**config.mk**
```make
export PLATFORM = sky130hd
export DESIGN_NAME = neuron_cfg_loader
export DESIGN_NICKNAME = d
export VERILOG_FILES = /design/src/rtl/neuron_cfg_loader_pkg.sv /design/src/rtl/neuron_cfg_loader.sv
export SDC_FILE = /design/constraint.sdc
export NUM_CORES = 1
export LEC_CHECK = 0
export CAP_MARGIN = 5
export CORE_MARGIN = 2
export CORE_UTILIZATION = 40
export DETAILED_ROUTE_END_ITERATION = 10
export GPL_ROUTABILITY_DRIVEN = 1
export PLACE_DENSITY = 0.76
export SLEW_MARGIN = 25
export SYNTH_ARGS = -nofsm -noshare
export SYNTH_HDL_FRONTEND = slang
export SYNTH_SLANG_ARGS = --single-unit
```
**constraint.sdc**
```tcl
create_clock -name clk -period 2.9 [get_ports clk]
set_input_delay 0.58 -clock clk [delete_from_list [all_inputs] [get_ports clk]]
set_output_delay 0.58 -clock clk [all_outputs]
set_load 0.03 [all_outputs]
```
**src/rtl/neuron_cfg_loader_pkg.sv**
```systemverilog
// Shared definitions for the neuron configuration loader: command codes,
// header field layout and FSM state encoding.
package nn_cfg_pkg;

    typedef enum logic [1:0] {
        CMD_WEIGHT = 2'b00,
        CMD_BIAS   = 2'b01
    } cmd_t;

    // Header layout: [31:30] cmd, [29:22] layer, [21:12] neuron, [11:0] count
    localparam int HDR_CMD_LSB    = 30;
    localparam int HDR_CMD_W      = 2;
    localparam int HDR_LAYER_LSB  = 22;
    localparam int HDR_LAYER_W    = 8;
    localparam int HDR_NEURON_LSB = 12;
    localparam int HDR_NEURON_W   = 10;
    localparam int HDR_COUNT_LSB  = 0;
    localparam int HDR_COUNT_W    = 12;

    typedef logic [1:0] state_t;
    localparam state_t ST_HDR = 2'd0;
    localparam state_t ST_WGT = 2'd1;
    localparam state_t ST_BIA = 2'd2;

endpackage

```
**src/rtl/neuron_cfg_loader.sv**
```systemverilog
// Turns the host command/payload word stream into the broadcast weight/bias
// write protocol of the neuron array. Always ready outside reset.
module neuron_cfg_loader
    import nn_cfg_pkg::*;
#(
    parameter int dataWidth  = 16,
    parameter int maxWeights = 784
) (
    input  logic                 clk,
    input  logic                 rst,
    input  logic [31:0]          s_data,
    input  logic                 s_valid,
    output logic                 s_ready,
    output logic [dataWidth-1:0] mWeight,
    output logic                 mWeightValid,
    output logic [31:0]          mBias,
    output logic                 mBiasValid,
    output logic [31:0]          config_layer_num,
    output logic [31:0]          config_neuron_num,
    output logic                 busy,
    output logic                 load_done,
    output logic                 cmd_err
);

    localparam logic [HDR_COUNT_W-1:0] MAX_CNT = HDR_COUNT_W'(maxWeights);

    // Handshake: a word moves on any edge where s_valid and s_ready are both high.
    state_t                 state_q, state_d;
    logic [HDR_COUNT_W-1:0] remaining_q, remaining_d;
    logic                   ready_q;
    logic [dataWidth-1:0]   mweight_q, mweight_d;
    logic                   wvalid_q, wvalid_d;
    logic [31:0]            mbias_q, mbias_d;
    logic                   bvalid_q, bvalid_d;
    logic [31:0]            layer_q, layer_d;
    logic [31:0]            neuron_q, neuron_d;
    logic                   busy_q;
    logic                   last_q, last_d;
    logic                   done_q;
    logic                   err_q, err_d;

    logic                   accept;
    logic [HDR_CMD_W-1:0]   hdr_cmd;
    logic [HDR_COUNT_W-1:0] hdr_count;
    logic                   hdr_illegal;

    assign accept    = s_valid & ready_q;
    assign hdr_cmd   = s_data[HDR_CMD_LSB +: HDR_CMD_W];
    assign hdr_count = s_data[HDR_COUNT_LSB +: HDR_COUNT_W];
    assign hdr_illegal = hdr_cmd[1] ||
        ((hdr_cmd == CMD_WEIGHT) && ((hdr_count == '0) || (hdr_count > MAX_CNT)));

    always_comb begin
        state_d     = state_q;
        remaining_d = remaining_q;
        mweight_d   = mweight_q;
        wvalid_d    = 1'b0;
        mbias_d     = mbias_q;
        bvalid_d    = 1'b0;
        layer_d     = layer_q;
        neuron_d    = neuron_q;
        last_d      = 1'b0;
        err_d       = 1'b0;
        case (state_q)
            ST_HDR: begin
                if (accept) begin
                    if (hdr_illegal) begin
                        err_d = 1'b1;
                    end else begin
                        layer_d     = 32'(s_data[HDR_LAYER_LSB +: HDR_LAYER_W]);
                        neuron_d    = 32'(s_data[HDR_NEURON_LSB +: HDR_NEURON_W]);
                        remaining_d = hdr_count;
                        state_d     = (hdr_cmd == CMD_WEIGHT) ? ST_WGT : ST_BIA;
                    end
                end
            end
            ST_WGT: begin
                if (accept) begin
                    mweight_d   = s_data[dataWidth-1:0];
                    wvalid_d    = 1'b1;
                    remaining_d = remaining_q - 1'b1;
                    if (remaining_q == HDR_COUNT_W'(1)) begin
                        state_d = ST_HDR;
                        last_d  = 1'b1;
                    end
                end
            end
            ST_BIA: begin
                if (accept) begin
                    mbias_d  = s_data;
                    bvalid_d = 1'b1;
                    last_d   = 1'b1;
                    state_d  = ST_HDR;
                end
            end
            default: state_d = ST_HDR;
        endcase
    end

    always_ff @(posedge clk or posedge rst) begin
        if (rst) begin
            state_q     <= ST_HDR;
            remaining_q <= '0;
            ready_q     <= 1'b0;
            mweight_q   <= '0;
            wvalid_q    <= 1'b0;
            mbias_q     <= '0;
            bvalid_q    <= 1'b0;
            layer_q     <= '0;
            neuron_q    <= '0;
            busy_q      <= 1'b0;
            last_q      <= 1'b0;
            done_q      <= 1'b0;
            err_q       <= 1'b0;
        end else begin
            state_q     <= state_d;
            remaining_q <= remaining_d;
            ready_q     <= 1'b1;
            mweight_q   <= mweight_d;
            wvalid_q    <= wvalid_d;
            mbias_q     <= mbias_d;
            bvalid_q    <= bvalid_d;
            layer_q     <= layer_d;
            neuron_q    <= neuron_d;
            busy_q      <= (state_d != ST_HDR);
            last_q      <= last_d;
            // Done trails the final strobe by one cycle.
            done_q      <= last_q;
            err_q       <= err_d;
        end
    end

    assign s_ready           = ready_q;
    assign mWeight           = mweight_q;
    assign mWeightValid      = wvalid_q;
    assign mBias             = mbias_q;
    assign mBiasValid        = bvalid_q;
    assign config_layer_num  = layer_q;
    assign config_neuron_num = neuron_q;
    assign busy              = busy_q;
    assign load_done         = done_q;
    assign cmd_err           = err_q;

endmodule

```
==> results.cfg, run 1 <==
[logic_synthesis]
synth.yosys.seq_area_share = 0.527
synth_edf_count = 0
synthDistinctLibCells = 49
ffs_latches_synth = 87
netlist_instances = 331
netlist_area_um2 = 4130
dominant_register_cell_in_the_synthesized_netlist = sky130_fd_sc_hd__dfrtp_1
post_synth_arst_share = 1.00
syn_avg_cell_area_um2 = 12.5
synth_warn = 0

[global_route]
grt_antenna_before_repair = 0
grt-ovfl-total = 0
total_track_usage = 0.165
maximum_number_of_pins_on_one_net_before_global_route_repair = 43
first_global_vias = 2933
wire_length_of_the_first_global_routing_pass_um = 14600

[detailed_routing]
drt_pass1_iterations = 4
drt_iter0_drc = 78
drt-wirelength-per-cell_um = 15.3
wirelength_um = 8940
detailroute.via_count = 2825
detail_route.drc_violations = 0
number_of_vias_per_cell_after_detailed_routing = 4.82
postRouteAntennaNets = 0

[min_path]
holdCritPathClass = flip-flop to flip-flop

[clock_network]
cts.path.max_buffers = 2
ctsHtreeMaxLevel = 3
ctsResizeCount = 0
worst_skew_pair.late_latency_ps = 350
tritoncts = done
cts_hold_buffers = 0
numCtsBuffers = 9
clock_sink_count = 87
clock_pin_slew_reported_for_the_worst_setup_and_hold_paths_after_clock_tree_synthesis_ps = 90
cts.repair_timing.setup_buffer_count = 0
clock-root-buffer = sky130_fd_sc_hd__clkbuf_8

[floorplanning]
initial_utilization = 0.406
fp.dieH_um = 106
ios = 153
num_rows = 37
placeableCoreArea_um2 = 10200
fp.dieArea_um2 = 11200
die_width_um = 106

[outcome]
outcome = complete, no violations

[cells_and_area]
finalNetCount = 488
mostFrequentLayoutCell = sky130_fd_sc_hd__clkdlybuf4s50_1
stdcell_area_um2 = 5440
n_antenna_cell = 0
finalCoreUtilization = 0.534
n_fill_cell = 879
final_cells = 586
mostFrequentLayoutCells = sky130_fd_sc_hd__clkdlybuf4s50_1, sky130_fd_sc_hd__dfrtp_1, sky130_fd_sc_hd__mux2_2, sky130_fd_sc_hd__conb_1, sky130_fd_sc_hd__nand2_1
synthToLayoutAreaGrowth_pct = 31.5
drive_above_1_share = 0.229

[power_and_ir_drop]
power_report.internal_total_mw = 3.61
p_per_area_nw_per_um2 = 1120
power_frac_comb = 0.512
totalPowerFinal_mw = 6.11
clockPowerShare = 0.139
leakage_power_of_the_design_nw = 2.38
seq_power_share = 0.350
ir_worst_vdd_v = 0.000655
netSwitchingFraction = 0.409
net_switching_power_of_the_design_mw = 2.50

[setup_path]
r2r_slack_ps = 830
max_stage_delay_ps = 500
worst-setup-path-type = input port to flip-flop
timing.critical_path.cells = clkdlybuf4s50_1 > nor4_2 > a31oi_2 > a31o_4 > or2_1 > o221a_1
critical_path.max_fanout = 10
worst-endpoint-required_ps = 3140
worst_setup_path_start_kind = input port
end_kind = flip-flop
worst_ep_arrival_time_ps = 2660
cp_slowest_cell = sky130_fd_sc_hd__clkdlybuf4s50_1

[sta]
layout_worst_path_cycle_share = 0.834
fin_worst_skew_ps = 13.4
holdWs_ps = 352
max_slew.worst_pin.slew_ps = 546
fmax_mhz = 413
timing.setup.tns_ps = 0
rsz_0062_raised_after_global_routing = no
post-route-worst-setup-slack_ps = 481
period_minus_slack_ps = 2420
finalSetupViolations = 0
max-slew-margin-rel = 0.636
report.final.hold_viol_count = 0
drv_slew = 0

[placement]
pre_cts_slack_ps = 123
port_buffers = 106
detailedPlacementHpwl_um = 6480
numPlacedInstances = 572
dpl-instance-area_um2 = 5240
gp_congestion = 0.859

[flow_run]
max-cap-violations = 0
-- power by group through the flow --
stage          logic (mW)  clock network, mW  registers (mW)
6_report             3.12              0.846            2.14
4_1_cts              3.15              0.872            2.14
2_1_floorplan        1.01                  0            3.04
5_1_grt              3.31              0.921            2.21
3_5_place_dp         3.14                  0            2.15
3_3_place_gp         3.10                  0            2.12
-- area by class of cell --
type                            count  area [um2]  share of cell area
Clock buffer                       10         138              0.0253
Clock inverter                      4        55.1              0.0101
Inverter                           13        50.0             0.00921
Multi-Input combinational cell    218        1670               0.307
Sequential cell                    87        2180               0.400
Tap cell                          136         170              0.0313
Timing Repair Buffer              118        1180               0.216
-- routing by layer --
metal  part of all wire  global-route usage
met5                  0                   0
met2               0.46               0.265
met3              0.085              0.0569
met1               0.44               0.207
met4              0.015              0.0583
-- Yosys cell counts, types with 3 or more instances --
cell type,number,area share
sky130_fd_sc_hd__inv_1,11,0.010
sky130_fd_sc_hd__clkbuf_1,7,0.0064
sky130_fd_sc_hd__dfrtp_1,87,0.53
sky130_fd_sc_hd__o2bb2a_4,3,0.015
sky130_fd_sc_hd__o21ai_0,5,0.0061
sky130_fd_sc_hd__nand2_1,14,0.013
sky130_fd_sc_hd__nor2_1,9,0.0082
sky130_fd_sc_hd__a22oi_1,3,0.0054
sky130_fd_sc_hd__ha_1,6,0.018
sky130_fd_sc_hd__a31oi_1,4,0.0061
sky130_fd_sc_hd__a2bb2oi_1,4,0.0085
sky130_fd_sc_hd__nand3_1,4,0.0048
sky130_fd_sc_hd__buf_4,47,0.085
sky130_fd_sc_hd__o22ai_1,9,0.014
sky130_fd_sc_hd__buf_2,3,0.0036
sky130_fd_sc_hd__mux2_2,66,0.18
sky130_fd_sc_hd__a21oi_1,3,0.0036
sky130_fd_sc_hd__nor3_1,6,0.0073
-- final timing paths --
check	startpoint	endpoint	cells after the start
setup / recovery	s_data[0]	remaining_q[0]$_DFFE_PP0P_	6
hold / removal	last_q$_DFF_PP0_	load_done$_DFF_PP0_	0
setup reg to reg	remaining_q[4]$_DFFE_PP0P_	busy$_DFF_PP0_	5
hold reg to reg	last_q$_DFF_PP0_	load_done$_DFF_PP0_	0
max in group asynchronous	rst	remaining_q[8]$_DFFE_PP0P_	3
min in group asynchronous	rst	config_neuron_num[8]$_DFFE_PP0P_	2
-- registers in the layout, summed over array words and instances (netlist names), 2 cells and up --
name / count
remaining_q: 12
mWeight: 16
config_layer_num: 8
config_neuron_num: 10
mBias: 32
state_q: 2
-- critical path, delay by kind of cell --
kind | cells | cell delay, ps
AO/OA/AOI/OAI | 3 | 800
buffers and inverters | 1 | 500
AND/OR/NAND/NOR | 2 | 780
-- cell families after synthesis --
kind of cell / after synthesis / synth area share
buf+inv: 71 / 0.110
fa+ha+maj: 6 / 0.0182
mux: 67 / 0.182
other cells: 2 / 0.00182
simple gates: 51 / 0.0672
compound gates: 47 / 0.0939
flops: 87 / 0.527
Power figures use the tool's default switching activity.
==> inputs of run 2 (changes only) <==
==> constraint.sdc (replaced) <==
create_clock -name clk -period 2.1 [get_ports clk]
set_input_delay 0.42 -clock clk [delete_from_list [all_inputs] [get_ports clk]]
set_output_delay 0.42 -clock clk [all_outputs]
set_load 0.03 [all_outputs]
==> run 2 against run 1 <==
Net effect:
- wire length up 2.9%
- sequential power rose by 36%
- utilization up 1.7 points
- count of clock-buffer cells in the layout up 1
- non-clock buffer count is 21 higher
==> results.cfg, run 2 (synthesis gave the netlist of run 1 again) <==
[global_route]
grt_antenna_before_repair = 0
maximum_number_of_pins_on_one_net_before_global_route_repair = 86
total_track_usage = 0.172
first_global_vias = 3142
wire_length_of_the_first_global_routing_pass_um = 15200
grt-ovfl-total = 0

[min_path]
holdCritPathClass = input port to async pin

[setup_path]
regToRegEndpoint = config_layer_num[2]$_DFFE_PP0P_
worst_setup_path_start_kind = input port
worst_r2r_startpoint = state_q[1]$_DFF_PP0_
worst_ep_arrival_time_ps = 2240
r2r_slack_ps = 110
end_kind = flip-flop
worst-setup-path-type = input port to flip-flop
critical_path.max_fanout = 32
r2r.worst_path.cells = 7
worst-endpoint-required_ps = 2330

[detailed_routing]
detailroute.via_count = 2944
drt_iter0_drc = 168
wirelength_um = 9200
postRouteAntennaNets = 0
drt_pass1_iterations = 4
drt-wirelength-per-cell_um = 15.1
detail_route.drc_violations = 0
number_of_vias_per_cell_after_detailed_routing = 4.83

[sta]
drv_slew = 0
report.final.hold_viol_count = 0
layout_worst_path_cycle_share = 0.954
fin_worst_skew_ps = 13.6
holdWs_ps = 283
rsz_0062_raised_after_global_routing = no
finalSetupViolations = 0
period_minus_slack_ps = 2000
fmax_mhz = 499

[clock_network]
tritoncts = done
clock-root-buffer = sky130_fd_sc_hd__clkbuf_8
clock_pin_slew_reported_for_the_worst_setup_and_hold_paths_after_clock_tree_synthesis_ps = 90
numCtsBuffers = 9
cts.path.max_buffers = 2
clock_sink_count = 87
worst_skew_pair.late_latency_ps = 350
ctsHtreeMaxLevel = 3

[floorplanning]
fp.dieH_um = 106
num_rows = 37
die_width_um = 106
initial_utilization = 0.406
ios = 153
fp.dieArea_um2 = 11200
placeableCoreArea_um2 = 10200

[outcome]
outcome = complete, no violations

[cells_and_area]
n_antenna_cell = 0
sequential_cell_area_um2 = 2180
largest_register_ff_count = 32
multiInputGateArea_um2 = 1680
mostFrequentLayoutCell = sky130_fd_sc_hd__clkdlybuf4s50_1
synthToLayoutAreaGrowth_pct = 35.7
final_cells = 609
finalNetCount = 509
finalCoreUtilization = 0.551
drive_above_1_share = 0.271
n_fill_cell = 883
mostFrequentLayoutCells = sky130_fd_sc_hd__clkdlybuf4s50_1, sky130_fd_sc_hd__dfrtp_1, sky130_fd_sc_hd__mux2_2, sky130_fd_sc_hd__conb_1, sky130_fd_sc_hd__buf_4

[power_and_ir_drop]
p_per_area_nw_per_um2 = 1500
ir_worst_vdd_v = 0.000841
leakage_power_of_the_design_nw = 2.47

[placement]
gp_congestion = 0.803
port_buffers = 106
numPlacedInstances = 593
detailedPlacementHpwl_um = 6680

[flow_run]
max-cap-violations = 0
-- run 2: layout make-up --
type	instances	share of cell area
clock buffer	11	0.0252
sequential	87	0.388
clock inverter	5	0.00736
timing repair buffer	139	0.240
multi-input combinational	218	0.300
inverter	13	0.00937
tap	136	0.0303
-- run 2: what timing repair did --
item	in CTS	in global routing
buffers inserted	0	0
gates resized for setup	0	3
hold buffers	0	0
endpoints found under the setup margin	0	10
-- run 2: where the power goes --
part / internal (mW) / total [mW] / switching (mW)
clock network: 0.471 / 1.08 / 0.610
registers: 2.45 / 2.91 / 0.460
logic: 2.03 / 4.45 / 2.42
total: 4.95 / 8.44 / 3.49
-- run 2: stage by stage --
stage | setup TNS, ps | instance area, um2 | total power, mW | setup WS (ps)
detailed placement | -7470 | 5420 | 7.39 | -314
finish | 0 | 5610 | 8.44 | 97.0
CTS | 0 | 5600 | 8.50 | 53.7
global placement | -6160 | 5420 | 7.28 | -265
floorplan | 0 | 4310 | 5.59 | 224
global route | 0 | 5610 | 8.91 | 10.4
-- run 2: worst max-delay path by stage --
stage                                       end                  from
3_5_place_dp         remaining_q[7]$_DFFE_PP0P_             s_data[2]
5_1_grt        config_neuron_num[9]$_DFFE_PP0P_  state_q[1]$_DFF_PP0_
6_report        config_layer_num[2]$_DFFE_PP0P_            s_data[10]
4_1_cts              remaining_q[7]$_DFFE_PP0P_             s_data[2]
3_3_place_gp         remaining_q[8]$_DFFE_PP0P_             s_data[7]
2_1_floorplan   config_layer_num[1]$_DFFE_PP0P_            s_data[10]
-- run 2: layer usage --
layer	share of wire	GRT usage	wire length, um
met2	0.48	0.276	4390
met5	0	0	0
met4	0.011	0.0479	103
met1	0.42	0.211	3880
met3	0.089	0.0730	817
-- run 2: worst max-delay path: stages --
cell	delay, ps
sky130_fd_sc_hd__clkdlybuf4s50_1	440
sky130_fd_sc_hd__or3_1	390
sky130_fd_sc_hd__a31oi_2	200
sky130_fd_sc_hd__a31o_4	200
sky130_fd_sc_hd__buf_12	200
sky130_fd_sc_hd__mux2_2	370
